<file path="config.mk">
export PLATFORM = sky130hd
export DESIGN_NAME = video_timing_gen
export DESIGN_NICKNAME = d
export VERILOG_FILES = /design/src/rtl/video_timing_gen.sv
export SDC_FILE = /design/constraint.sdc
export NUM_CORES = 1
export LEC_CHECK = 0
export ABC_AREA = 1
export CORE_MARGIN = 4
export CORE_UTILIZATION = 40
export DETAILED_ROUTE_END_ITERATION = 8
export PLACE_DENSITY_LB_ADDON = 0.15
export SETUP_SLACK_MARGIN = 0.2
export SLEW_MARGIN = 10
export SYNTH_ARGS = -nofsm -noshare
export SYNTH_HDL_FRONTEND = slang
export SYNTH_SLANG_ARGS = --single-unit
</file>
<file path="constraint.sdc">
create_clock -name i_clk -period 1.3 [get_ports i_clk]
set_clock_uncertainty 0.1 [all_clocks]
set_input_delay 0.13 -clock i_clk [delete_from_list [all_inputs] [get_ports i_clk]]
set_output_delay 0.13 -clock i_clk [all_outputs]
set_load 0.005 [all_outputs]
</file>
<file path="src/rtl/video_timing_gen.sv">
// rtl/video_timing_gen.sv - parametrised raster timing generator with stall, strobes and line count
module video_timing_gen #(
  parameter int CW       = 12,
  parameter int H_ACTIVE = 640,
  parameter int H_FP     = 16,
  parameter int H_SYNC   = 96,
  parameter int H_BP     = 48,
  parameter int V_ACTIVE = 480,
  parameter int V_FP     = 10,
  parameter int V_SYNC   = 2,
  parameter int V_BP     = 33,
  parameter bit HS_POL   = 1'b0,
  parameter bit VS_POL   = 1'b0
) (
  input  logic          i_clk,
  input  logic          i_rst,
  input  logic          i_en,
  output logic          o_de,
  output logic          o_hs,
  output logic          o_vs,
  output logic [CW-1:0] o_x,
  output logic [CW-1:0] o_y,
  output logic          o_sof,
  output logic          o_sol,
  output logic [CW-1:0] o_line
);

  localparam int H_TOTAL = H_ACTIVE + H_FP + H_SYNC + H_BP;
  localparam int V_TOTAL = V_ACTIVE + V_FP + V_SYNC + V_BP;

  localparam logic [CW-1:0] H_LAST   = CW'(H_TOTAL - 1);
  localparam logic [CW-1:0] V_LAST   = CW'(V_TOTAL - 1);
  localparam logic [CW-1:0] H_ACT    = CW'(H_ACTIVE);
  localparam logic [CW-1:0] V_ACT    = CW'(V_ACTIVE);
  localparam logic [CW-1:0] HS_START = CW'(H_ACTIVE + H_FP);
  localparam logic [CW-1:0] HS_END   = CW'(H_ACTIVE + H_FP + H_SYNC);
  localparam logic [CW-1:0] VS_START = CW'(V_ACTIVE + V_FP);
  localparam logic [CW-1:0] VS_END   = CW'(V_ACTIVE + V_FP + V_SYNC);

  logic [CW-1:0] h;
  logic [CW-1:0] v;

  logic de_c;
  logic hs_win;
  logic vs_win;

  assign de_c   = (h < H_ACT) && (v < V_ACT);
  assign hs_win = (h >= HS_START) && (h < HS_END);
  assign vs_win = (v >= VS_START) && (v < VS_END);

  // Outputs are a registered decode of the pre-edge (h,v), so all stay aligned.
  always_ff @(posedge i_clk) begin
    if (i_rst) begin
      h      <= '0;
      v      <= '0;
      o_de   <= 1'b0;
      o_hs   <= ~HS_POL;
      o_vs   <= ~VS_POL;
      o_x    <= '0;
      o_y    <= '0;
      o_sof  <= 1'b0;
      o_sol  <= 1'b0;
      o_line <= '0;
    end else if (i_en) begin
      o_de   <= de_c;
      o_hs   <= hs_win ? HS_POL : ~HS_POL;
      o_vs   <= vs_win ? VS_POL : ~VS_POL;
      o_x    <= de_c ? h : '0;
      o_y    <= de_c ? v : '0;
      o_sof  <= (h == '0) && (v == '0);
      o_sol  <= (h == '0) && (v < V_ACT);
      o_line <= v;
      if (h == H_LAST) begin
        h <= '0;
        v <= (v == V_LAST) ? '0 : v + 1'b1;
      end else begin
        h <= h + 1'b1;
      end
    end else begin
      // Strobes are dropped during a stall so each fires once per pixel.
      o_sof <= 1'b0;
      o_sol <= 1'b0;
    end
  end

endmodule

</file>
=== Word-level counts from Yosys, hierarchy flattened ===
Index checks and enable logic that the tools add are counted.

* Register bits: 65
* Latch bits: 0
* Bits in writable memories: 0
* Memory bits (read-only): 0
* Bits of input ports: 3
* Output and inout port bits: 41
* Memories: 0

* Add/sub/neg operators: 2
* $mul: 0
* Div/mod/pow operators: 0
* Order comparisons: 6
* Eq/ne operators: 2
* Shifts and indexed selects: 0
* Multiplexer cells: 6
* Bitwise operators: 1
* Reductions and logical operators: 9

{| class="wikitable"
|+ Operators by type and width
! operator !! count
|-
| 12-bit two-way mux || 4
|-
| 12-bit by 1-bit adder with 12-bit output, second input constant || 2
|-
| 12-bit by 10-bit equality test with 1-bit output, second input constant || 2
|-
| 12-bit zero test || 2
|-
| 12-bit by 10-bit < comparator with 1-bit output, second input constant || 2
|-
| 12-bit by 9-bit < comparator with 1-bit output, second input constant || 2
|-
| 12-bit by 10-bit greater-or-equal comparator with 1-bit output, second input constant || 1
|-
| 12-bit by 9-bit greater-or-equal comparator with 1-bit output, second input constant || 1
|-
| 1-bit logical AND || 5
|-
| 1-bit two-way mux || 2
|-
| 2-bit AND reduction || 1
|-
| 2-bit OR reduction || 1
|-
| 1-bit NOT || 1
|}

=== Longest topological paths before layout ===
* Word-level depth: 3
* Mapped depth: 10
* Depth with buffers taken out: 10

=== Worst setup path before layout ===
Ideal clock, no wire load.

* Path kind: register -> register
* Start: register v[1]
* End: register v[6]
* Arrival: 1.193 ns
* Data required time: 1.072 ns
* Slack: -0.121 ns
* Stages on the path, launching flop included: 9
* Buffers on the path: 0
* Clock period less this slack: 1.421 ns
* Path through: dfxtp_1 > ha_1 > inv_1 > nor2_1 > nand2_1 > nor3_1 > nand2_1 > nand2_1 > nor2_1

* Cells in the longest elaborated chain, start to end: 2

{| class="wikitable"
|+ Ends and longest elaborated chain
! what !! line !! text
|-
| start, declared || 41 || <nowiki>logic [CW-1:0] v;</nowiki>
|-
| start signal, assigned || 75 || <nowiki>v <= (v == V_LAST) ? '0 : v + 1'b1;</nowiki>
|-
| 12-bit by 1-bit adder with 12-bit output or 12-bit by 10-bit equality test with 1-bit output (tied branches) || 75 ||
|-
| 12-bit two-way mux * || 75 ||
|}

Every way passes the cells marked *; elsewhere a longest branch is shown, timed or not.
A chain may end at the register's enable or synchronous reset.

=== Worst setup path after layout ===
* Start: register h[1]
* End: register h[1]

* Cells in the longest elaborated chain, start to end: 2

{| class="wikitable"
|+ Ends and longest elaborated chain
! what !! line !! text
|-
| start, declared || 40 || <nowiki>logic [CW-1:0] h;</nowiki>
|-
| start signal, assigned || 77 || <nowiki>h <= h + 1'b1;</nowiki>
|-
| 12-bit by 1-bit adder with 12-bit output or 12-bit by 10-bit equality test with 1-bit output (tied branches) || 77, 73 ||
|-
| 12-bit two-way mux * || 73 || <nowiki>if (h == H_LAST) begin</nowiki>
|}

Marked as above.

==> results.py <==
metrics = {
    "outcome": {
        "status": "finished, violations left",
        "failed_checks": "setup timing",
    },
    "logic_synthesis": {
        "synthCells": 394,
        "avgSynthCellArea_sq_um": 7.37,
        "synth_cell_types": 34,
        "syn-num-nets": 402,
        "syn_area_sq_um": 2910,
        "yosys_warnings": 0,
        "ys_seq_area_frac": 0.448,
        "netlist.area_leader.share": 0.448,
        "synth-seq-cells": 65,
        "synthTopCellsByArea": "dfxtp_1 (45%), nand2_1 (14%), nor2_1 (6.3%), inv_1 (4.7%), a21oi_1 (3.1%)",
        "yosys.area.top_type": "dfxtp_1",
    },
    "cells_and_area": {
        "final_cell_mix": "nand2_1 (89), buf_4 (80), dfxtp_2 (58)",
        "final_cells": 630,
        "nFillCells": 561,
        "area_growth_pct": 62.8,
        "fin_nets": 537,
        "fin_util": 0.685,
        "drive_gt1_frac": 0.610,
        "final_common_cell": "nand2_1",
        "diodes": 0,
    },
    "critical_path": {
        "rr_startpoint": "h[1]",
        "rrSetupSlack_ns": -0.19,
        "r2r.worst_path.cells": 8,
        "path_class": "reg -> reg",
        "worstSetupStartpointType": "flip-flop",
        "worstSetupEndpointType": "flip-flop",
        "path_max_fanout": 7,
        "cp.required_ns": 1.44,
        "cp.arrival_ns": 1.63,
        "r2r_end": "h[1]",
    },
    "sta": {
        "slew_viol_final": 0,
        "max_freq_mhz": 670,
        "tightest_slew_ns": 0.333,
        "tns_ns": -3.70,
        "max_slew_margin": 0.778,
        "fin_ws_ns": -0.192,
        "setup_violations": 42,
        "final.period_utilization": 1.15,
        "finalCriticalPeriod_ns": 1.49,
        "rsz0062_at_grt": "true",
        "final-hold-violation-count": 0,
    },
    "die": {
        "start_util": 0.421,
        "rows": 30,
        "die-area_sq_um": 8690,
        "ioPinCount": 44,
        "dieHeight_um": 93.2,
        "core_area_sq_um": 6910,
        "fp.dieW_um": 93.2,
    },
    "global_routing": {
        "grt_overflow": 0,
        "grt_start_max_net_pins": 35,
        "grt_use_total": 0.204,
        "grt_pass1_wl_um": 14100,
        "grt_pass1_vias": 2889,
        "antenna_found_initial": 0,
    },
    "clock_network": {
        "cts.htree.levels": 3,
        "clock_sinks": 65,
        "tritoncts": "yes",
        "clkTransAtPathRegs_ns": 0.08,
        "hold_buffers": 0,
        "cts_buffers": 9,
        "cts_max_path_buffers": 2,
        "cts-root-buf": "clkbuf_8",
        "worstSkewPairLatency_ns": 0.35,
    },
    "placed_design": {
        "dpl.hpwl_um": 5920,
        "gp_congestion": 0.884,
        "io_buffer_count": 43,
        "placed_cells": 593,
    },
    "detailed_routing": {
        "drc": 0,
        "drtPass1Iterations": 5,
        "num_vias": 3164,
        "drt_wl_total_um": 9490,
        "via_per_inst": 5.02,
        "drt_iter0_drc": 186,
        "postRouteAntennaNets": 0,
        "wl_per_cell_um": 15.1,
    },
    "power": {
        "vdd_drop_max_v": 0.000624,
        "leakage_uw": 0.00206,
        "pwr_density_cell_nw_per_um2": 932,
    },
    "worst_hold_path": {
        "hp-class": "in -> reg",
        "hp-start": "i_rst",
        "hold_depth": 3,
        "hold_path_end": "v[5]",
    },
    "job": {
        "cap_violations": 0,
    },
}
-- power by group --
group	internal, uW	total, uW	switching [uW]
logic	118	294	176
registers	2000	2010	11.4
clock network	1220	2100	886
-- synth_stat cells (all sizes together) --
cell     instances
o31ai           11
clkinv           1
nor2            57
buf              8
ha               5
nand3b           1
nand3           17
nand2          113
a31oi            1
clkbuf           5
nor3            15
nor3b            1
inv             41
o2111ai          1
o21ai           19
a21oi           18
nand4            7
xor2             4
nor4             3
xnor2            1
dfxtp           65
-- area by class of cell --
cell class                      instances  area [sq um]  share of cell area
Tap cell                               96           120              0.0254
Clock buffer                           10           149              0.0315
Multi-Input combinational cell        275          1820               0.385
Timing Repair Buffer                  136           972               0.206
Clock inverter                          6          95.1              0.0201
Sequential cell                        65          1390               0.294
Inverter                               42           180              0.0381
-- worst max-delay path, stage by stage, from the launching register on --
cell     delay, ns
dfxtp_2       0.36
ha_4          0.16
inv_2         0.04
nor2_2        0.09
nand3_2       0.13
nor2_4        0.23
buf_4         0.16
buf_6         0.08
nor2_1        0.03
-- sequential cells by signal, indices dropped and copies added (netlist names) --
signal and count:
h 12, o_line 12, o_x 12, o_y 12
v 12, o_de 1, o_hs 1, o_sof 1
o_sol 1, o_vs 1
-- kinds of logic (layout without fill, tap and decap cells) --
group,count (synthesis),count (layout),share of synthesized area
adders and majority gates,5,5,0.0215
buffers and inverters,55,194,0.0801
AOI/OAI and AO/OA,50,50,0.0973
xor gates and xnor gates,5,5,0.0151
DFF,65,65,0.448
and+or+nand+nor,214,215,0.338
-- how the worst max path moves through the flow --
stage               start    end  cells past startpoint  slack, ns
finish               h[1]   h[1]                      8      -0.19
global route         h[1]   v[9]                      7      -0.30
CTS                  h[1]   v[9]                      8      -0.10
detailed placement   i_en  h[11]                      9      -0.35
global placement     i_en  h[11]                      9      -0.33
floorplan            h[1]  h[10]                      8       0.02
-- metrics by stage --
step / power [uW] / setup slack [ns] / hold WS [ns] / area [sq um]
2_1_floorplan: 2170 / 0.0246 / 0.300 / 3010
3_3_place_gp: 2280 / -0.328 / 0.326 / 4030
3_5_place_dp: 2280 / -0.353 / 0.327 / 4030
4_1_cts: 4380 / -0.104 / 0.335 / 4430
5_1_grt: 4540 / -0.300 / 0.220 / 4730
6_report: 4410 / -0.192 / 0.205 / 4730
-- routing by layer --
layer / part of all wire / wire length, um / GRT usage
met2: 0.48 / 4540 / 0.324
met1: 0.44 / 4190 / 0.276
met3: 0.057 / 543 / 0.0410
met5: 0 / 0 / 0
met4: 0.023 / 221 / 0.0684
-- what timing repair did --
| item | CTS | global route |
|---|---|---|
| setup buffers | 9 | 9 |
| gates cloned | 2 | 1 |
| pin swaps | 19 | 31 |
| endpoints found under the setup margin | 92 | 62 |
| resized for setup | 251 | 77 |
Note: power is estimated with default switching activity, not from simulation.
